`src/rtl/serial_subtractor_ctrl.sv`:
```
// Bit-serial a-b subtractor: one shared full-subtractor cell, LSB first.
// Optional zero flag enabled by defining SERSUB_ZERO_FLAG_EN.
module serial_subtractor_ctrl #(
    parameter int WIDTH = 8
) (
    input  logic             clk,
    input  logic             rst,
    input  logic             start,
    input  logic [WIDTH-1:0] a,
    input  logic [WIDTH-1:0] b,
    output logic             busy,
    output logic             done,
    output logic [WIDTH-1:0] diff,
    output logic             borrow
`ifdef SERSUB_ZERO_FLAG_EN
    ,
    output logic             zero
`endif
);

    localparam int CW = (WIDTH > 1) ? $clog2(WIDTH) : 1;
    localparam logic [CW-1:0] LAST = CW'(WIDTH - 1);

    typedef enum logic [1:0] {
        S_IDLE = 2'd0,
        S_RUN  = 2'd1,
        S_DONE = 2'd2
    } state_t;

    state_t           state_q, state_d;
    logic [CW-1:0]    cnt_q, cnt_d;
    logic             brw_q, brw_d;
    logic [WIDTH-1:0] a_q, a_d;
    logic [WIDTH-1:0] b_q, b_d;
    logic [WIDTH-1:0] sr_q, sr_d;
    logic [WIDTH-1:0] diff_q, diff_d;
    logic             borrow_q, borrow_d;
`ifdef SERSUB_ZERO_FLAG_EN
    logic             zacc_q, zacc_d;
    logic             zero_q, zero_d;
`endif

    // Half subtractor as a 4:1 mux on {x,y}; returns {diff, borrow}.
    function automatic logic [1:0] hsub(input logic x, input logic y);
        logic [1:0] r;
        case ({x, y})
            2'b00:   r = 2'b00;
            2'b01:   r = 2'b11;
            2'b10:   r = 2'b10;
            default: r = 2'b00;
        endcase
        return r;
    endfunction

    logic ai, bi, d1, b1, b2, cell_d, cell_bout;

    always_comb begin
        ai        = a_q[cnt_q];
        bi        = b_q[cnt_q];
        {d1, b1}  = hsub(ai, bi);
        {cell_d, b2} = hsub(d1, brw_q);
        cell_bout = b1 | b2;
    end

    always_comb begin
        state_d  = state_q;
        cnt_d    = cnt_q;
        brw_d    = brw_q;
        a_d      = a_q;
        b_d      = b_q;
        sr_d     = sr_q;
        diff_d   = diff_q;
        borrow_d = borrow_q;
`ifdef SERSUB_ZERO_FLAG_EN
        zacc_d   = zacc_q;
        zero_d   = zero_q;
`endif
        case (state_q)
            S_IDLE: begin
                if (start) begin
                    a_d     = a;
                    b_d     = b;
                    cnt_d   = '0;
                    brw_d   = 1'b0;
`ifdef SERSUB_ZERO_FLAG_EN
                    zacc_d  = 1'b1;
`endif
                    state_d = S_RUN;
                end
            end
            S_RUN: begin
                sr_d  = {cell_d, sr_q[WIDTH-1:1]};
                brw_d = cell_bout;
                cnt_d = cnt_q + CW'(1);
`ifdef SERSUB_ZERO_FLAG_EN
                zacc_d = zacc_q & ~cell_d;
`endif
                if (cnt_q == LAST) begin
                    state_d  = S_DONE;
                    diff_d   = {cell_d, sr_q[WIDTH-1:1]};
                    borrow_d = cell_bout;
`ifdef SERSUB_ZERO_FLAG_EN
                    zero_d   = zacc_q & ~cell_d;
`endif
                end
            end
            S_DONE: state_d = S_IDLE;
            default: state_d = S_IDLE;
        endcase
    end

    always_ff @(posedge clk) begin
        if (rst) begin
            state_q  <= S_IDLE;
            cnt_q    <= '0;
            brw_q    <= 1'b0;
            a_q      <= '0;
            b_q      <= '0;
            sr_q     <= '0;
            diff_q   <= '0;
            borrow_q <= 1'b0;
`ifdef SERSUB_ZERO_FLAG_EN
            zacc_q   <= 1'b0;
            zero_q   <= 1'b0;
`endif
        end else begin
            state_q  <= state_d;
            cnt_q    <= cnt_d;
            brw_q    <= brw_d;
            a_q      <= a_d;
            b_q      <= b_d;
            sr_q     <= sr_d;
            diff_q   <= diff_d;
            borrow_q <= borrow_d;
`ifdef SERSUB_ZERO_FLAG_EN
            zacc_q   <= zacc_d;
            zero_q   <= zero_d;
`endif
        end
    end

    assign busy   = (state_q != S_IDLE);
    assign done   = (state_q == S_DONE);
    assign diff   = diff_q;
    assign borrow = borrow_q;
`ifdef SERSUB_ZERO_FLAG_EN
    assign zero   = zero_q;
`endif

endmodule

```
`config.mk`:
```
export PLATFORM = sky130hd
export DESIGN_NAME = serial_subtractor_ctrl
export DESIGN_NICKNAME = d
export VERILOG_FILES = /design/src/rtl/serial_subtractor_ctrl.sv
export SDC_FILE = /design/constraint.sdc
export NUM_CORES = 1
export LEC_CHECK = 0
export CAP_MARGIN = 0
export CORE_UTILIZATION = 39
export DETAILED_ROUTE_END_ITERATION = 16
export SLEW_MARGIN = 5
export SYNTH_ARGS = -nofsm -noshare
export SYNTH_HDL_FRONTEND = slang
export SYNTH_SLANG_ARGS = --single-unit
```
`constraint.sdc`:
```
create_clock -name clk -period 2.77 [get_ports clk]
set_input_delay 0.831 -clock clk [delete_from_list [all_inputs] [get_ports clk]]
set_output_delay 0.831 -clock clk [all_outputs]
set_load 0.01 [all_outputs]
```
==> out/qor.txt <==
====================================================================================================
Outcome                                                                                 complete, no violations
Final instance count without filler cells                                                        249
WL per Instance                                                                              11.1 um
Type of the most critical hold path                                                       reg -> reg
Post-DRT Antenna Nets                                                                              0
Cell Rows                                                                                         22
Total Power Consumption                                                                      1.14 mW
Area enclosed by the die boundary                                                       0.00416 mm^2
Number of buffer and inverter instances along the worst setup path                                 1
Slew at the pin closest to its max-slew limit                                               0.676 ns
Start-to-end type of the worst setup path                                                 reg -> out
Library cells used by synthesis                                                                   25
Fraction of the mapped netlist area in compound gates                                          13.1%
Area of the mapped netlist                                                              0.00152 mm^2
Post-synthesis adder-cell area fraction                                                        2.96%
CP arrival                                                                                   1.46 ns
Cell family contributing the most delay on the critical path                            buffers and inverters
Insertion delay to the later sink of the worst-skew pair                                     0.29 ns
TritonCTS Buffers                                                                                  5
Metal-1 WL                                                                                   1280 um
Hold buffer count at cts                                                                           0
Number of gates given a new drive strength after cts                                               0
Clock-pin slew reported for the worst setup and hold paths after clock tree synthesis        0.07 ns
Initial antenna violation count                                                                    0
Detail Route met3 WL                                                                          117 um
Max IR drop VDD                                                                             0.256 mV
Net count of the mapped netlist                                                                  197
Starting density of the core                                                                   41.0%
Vias after detailed routing                                                                     1200
Post-CTS setup buffer count                                                                        0
Most area-hungry cell type in the Yosys netlist                                         sky130_fd_sc_hd__dfxtp_1
# diodes                                                                                           0
Worst-path fanout max                                                                              7
Max_cap viols                                                                                      0
Critical-path cell with the highest stage delay                                         sky130_fd_sc_hd__clkdlybuf4s50_1
Synthesis-to-finish area growth                                                                26.4%
Worst Skew                                                                                0.00815 ns
Fraction of synthesized area in multiplexers                                                   7.31%
Detailed Route Iter0 Violations                                                                   59
Mean number of vias per cell                                                                    4.82
Leading post-synthesis cells by cell area                                               sky130_fd_sc_hd__dfxtp_1 (50%), sky130_fd_sc_hd__nand2_1 (14%), sky130_fd_sc_hd__a21oi_1 (11%)
Post-layout nets                                                                                 222
Number of enable flip-flop cells after synthesis                                                   0
Final worst path period share                                                                  82.8%
Combinational family with the most area after synthesis                                 simple AND/OR/NAND/NOR gates
Share of cells above drive strength 1                                                          6.47%
Final worst path period need                                                                 2.29 ns
Most used DFF post-synth                                                                sky130_fd_sc_hd__dfxtp_1
Synthesized netlist cell count                                                                   175
Critical path cell sequence                                                             nor2b_1, clkdlybuf4s50_1
Total gr overflow                                                                                  0
Final Hold Vio Count                                                                               0
Fraction of the yosys area taken by sequential cells                                           49.9%
Cell with the most instances after synthesis                                            sky130_fd_sc_hd__nand2_1
Critical Path Max Stage Delay                                                                0.54 ns
Worst hold margin                                                                           0.452 ns
First-pass GRT wire length                                                                   4630 um
Maximum operating frequency                                                                  436 MHz
Synthesized area divided by synthesized cell count                                         8.71 um^2
XOR/XNOR Fraction of Synth Area                                                                   0%
Count of endpoints failing setup in the final report                                               0
CTS tree                                                                                        done
Power density normalized to cell area                                                    593 mW/mm^2
Core region area                                                                        0.00372 mm^2
Number of top-level pins                                                                          30
Share of the synthesized area in the top cell type                                             49.9%
Category of the worst setup path capture point                                          primary output
Final Cell Area                                                                         0.00193 mm^2
Total negative slack                                                                            0 ns
GRT Overall Usage                                                                              14.6%
CTS H-tree depth                                                                                   2
Number of warnings printed during yosys synthesis                                                  0
Share of flip-flops with an asynchronous set or reset                                             0%
Clk buf depth                                                                                      2
Final HPWL DP                                                                                1860 um
Height of the die                                                                            64.5 um
Number of detailed-route iterations in the first pass                                              4
Fraction of the mapped netlist area in simple logic gates                                      22.7%
RD Place Congestion                                                                            0.771
Placed Cells                                                                                     241
Via count of the first global-routing pass                                                      1059
Wire length after detailed routing                                                           2770 um
Number of max-slew violations in the final report                                                  0
Number of clock sinks                                                                             38
DRC violations left                                                                                0
Highest signal layer in the routed design                                                       met4
Pin count of the biggest net entering global routing                                              39
Critical path startpoint category                                                               flop
Detailed route wirelength on metal2                                                          1330 um
Relative max-transition margin                                                                 54.9%
Count of input and output buffers                                                                 29
Cell area reported after detailed placement                                             0.00182 mm^2
RSZ-0062 raised after global routing                                                           false
Cell leakage power                                                                          0.666 nW
Synthesis-stage register bit count                                                                38
Die Wd                                                                                       64.5 um
Master cell of the clock root buffer                                                    sky130_fd_sc_hd__clkbuf_8
Most used standard cells in the synthesized netlist                                     sky130_fd_sc_hd__nand2_1 (55), sky130_fd_sc_hd__dfxtp_1 (38), sky130_fd_sc_hd__a21oi_1 (35)
Required time of the worst setup path                                                        1.94 ns
====================================================================================================
-- per-stage QoR --
step / util [%] / setup slack [ns]
after floorplan: - / 0.776
after global placement: 49.0 / 0.434
after detailed placement: 49.0 / 0.389
after CTS: 51.8 / 0.448
after global routing: 51.8 / 0.408
final: 51.8 / 0.477
-- registers in the layout, summed over array words and instances, names as in the netlist --
name     count
state_q      2
cnt_q        3
brw_q        1
diff         8
a_q          8
b_q          8
borrow       1
sr_q         7
-- routing by layer --
layer,vias up,track usage (%)
met4,0,5.83
met5,-,0
met2,22,25.1
li1,640,-
met1,533,16.0
met3,5,5.81
-- path summary, 6_finish.rpt --
kind,startpoint,endpoint,slack [ns],cells past startpoint
hold / removal,diff[5]$_SDFFE_PP0P_,diff[5]$_SDFFE_PP0P_,0.45,2
setup reg to reg,cnt_q[0]$_SDFFE_PP0P_,diff[7]$_SDFFE_PP0P_,0.56,4
hold reg to reg,diff[5]$_SDFFE_PP0P_,diff[5]$_SDFFE_PP0P_,0.45,2
setup / recovery,state_q[1]$_SDFFE_PP0P_,done,0.48,2
-- cell usage in the layout (no fill, tap or decap) --
cell type,count
sky130_fd_sc_hd__clkdlybuf4s50_1,29
sky130_fd_sc_hd__mux4_2,4
sky130_fd_sc_hd__mux2i_1,1
sky130_fd_sc_hd__fa_1,1
sky130_fd_sc_hd__nor2_1,3
sky130_fd_sc_hd__mux2_2,1
sky130_fd_sc_hd__nor2b_1,1
sky130_fd_sc_hd__clkbuf_1,2
sky130_fd_sc_hd__or3b_1,1
sky130_fd_sc_hd__ha_1,2
sky130_fd_sc_hd__bufinv_16,1
sky130_fd_sc_hd__o21a_1,1
sky130_fd_sc_hd__nand3b_1,1
sky130_fd_sc_hd__a21oi_1,35
sky130_fd_sc_hd__a311oi_1,1
sky130_fd_sc_hd__nand2b_1,2
sky130_fd_sc_hd__nand3_1,12
sky130_fd_sc_hd__a211oi_1,1
sky130_fd_sc_hd__and2b_1,1
sky130_fd_sc_hd__dfxtp_1,38
sky130_fd_sc_hd__clkbuf_8,5
sky130_fd_sc_hd__nor3b_4,1
sky130_fd_sc_hd__buf_4,1
sky130_fd_sc_hd__nand2_1,55
sky130_fd_sc_hd__or2_1,1
-- tightest hold or removal path: cells and delay by family, from the launching register on --
family / cells / cell delay [ns]
AOI/OAI and AO/OA: 1 / 0.05
DFF: 1 / 0.31
and+or+nand+nor: 1 / 0.05
-- layout make-up --
cell class	count	area, um^2
clock inverters	1	30.0
repair buffers	30	298
fillers	367	1790
well taps	48	60.1
flip-flops and latches	38	761
multi-input cells	125	701
clock buffers	7	76.3
-- kinds of logic after synthesis --
logic type               count (synthesis)
adder cells (fa/ha/maj)                  3
AND/OR/NAND/NOR                         78
flip-flops                              38
AO/OA/AOI/OAI                           38
multiplexers                             6
buffers and inverters                   12
-- power breakdown --
part           total [mW]  internal (mW)  switching [mW]
clock network       0.455          0.269           0.186
logic               0.106         0.0542          0.0515
registers           0.580          0.566          0.0147
total                1.14          0.889           0.252
Note: power is estimated with default switching activity, not from simulation.
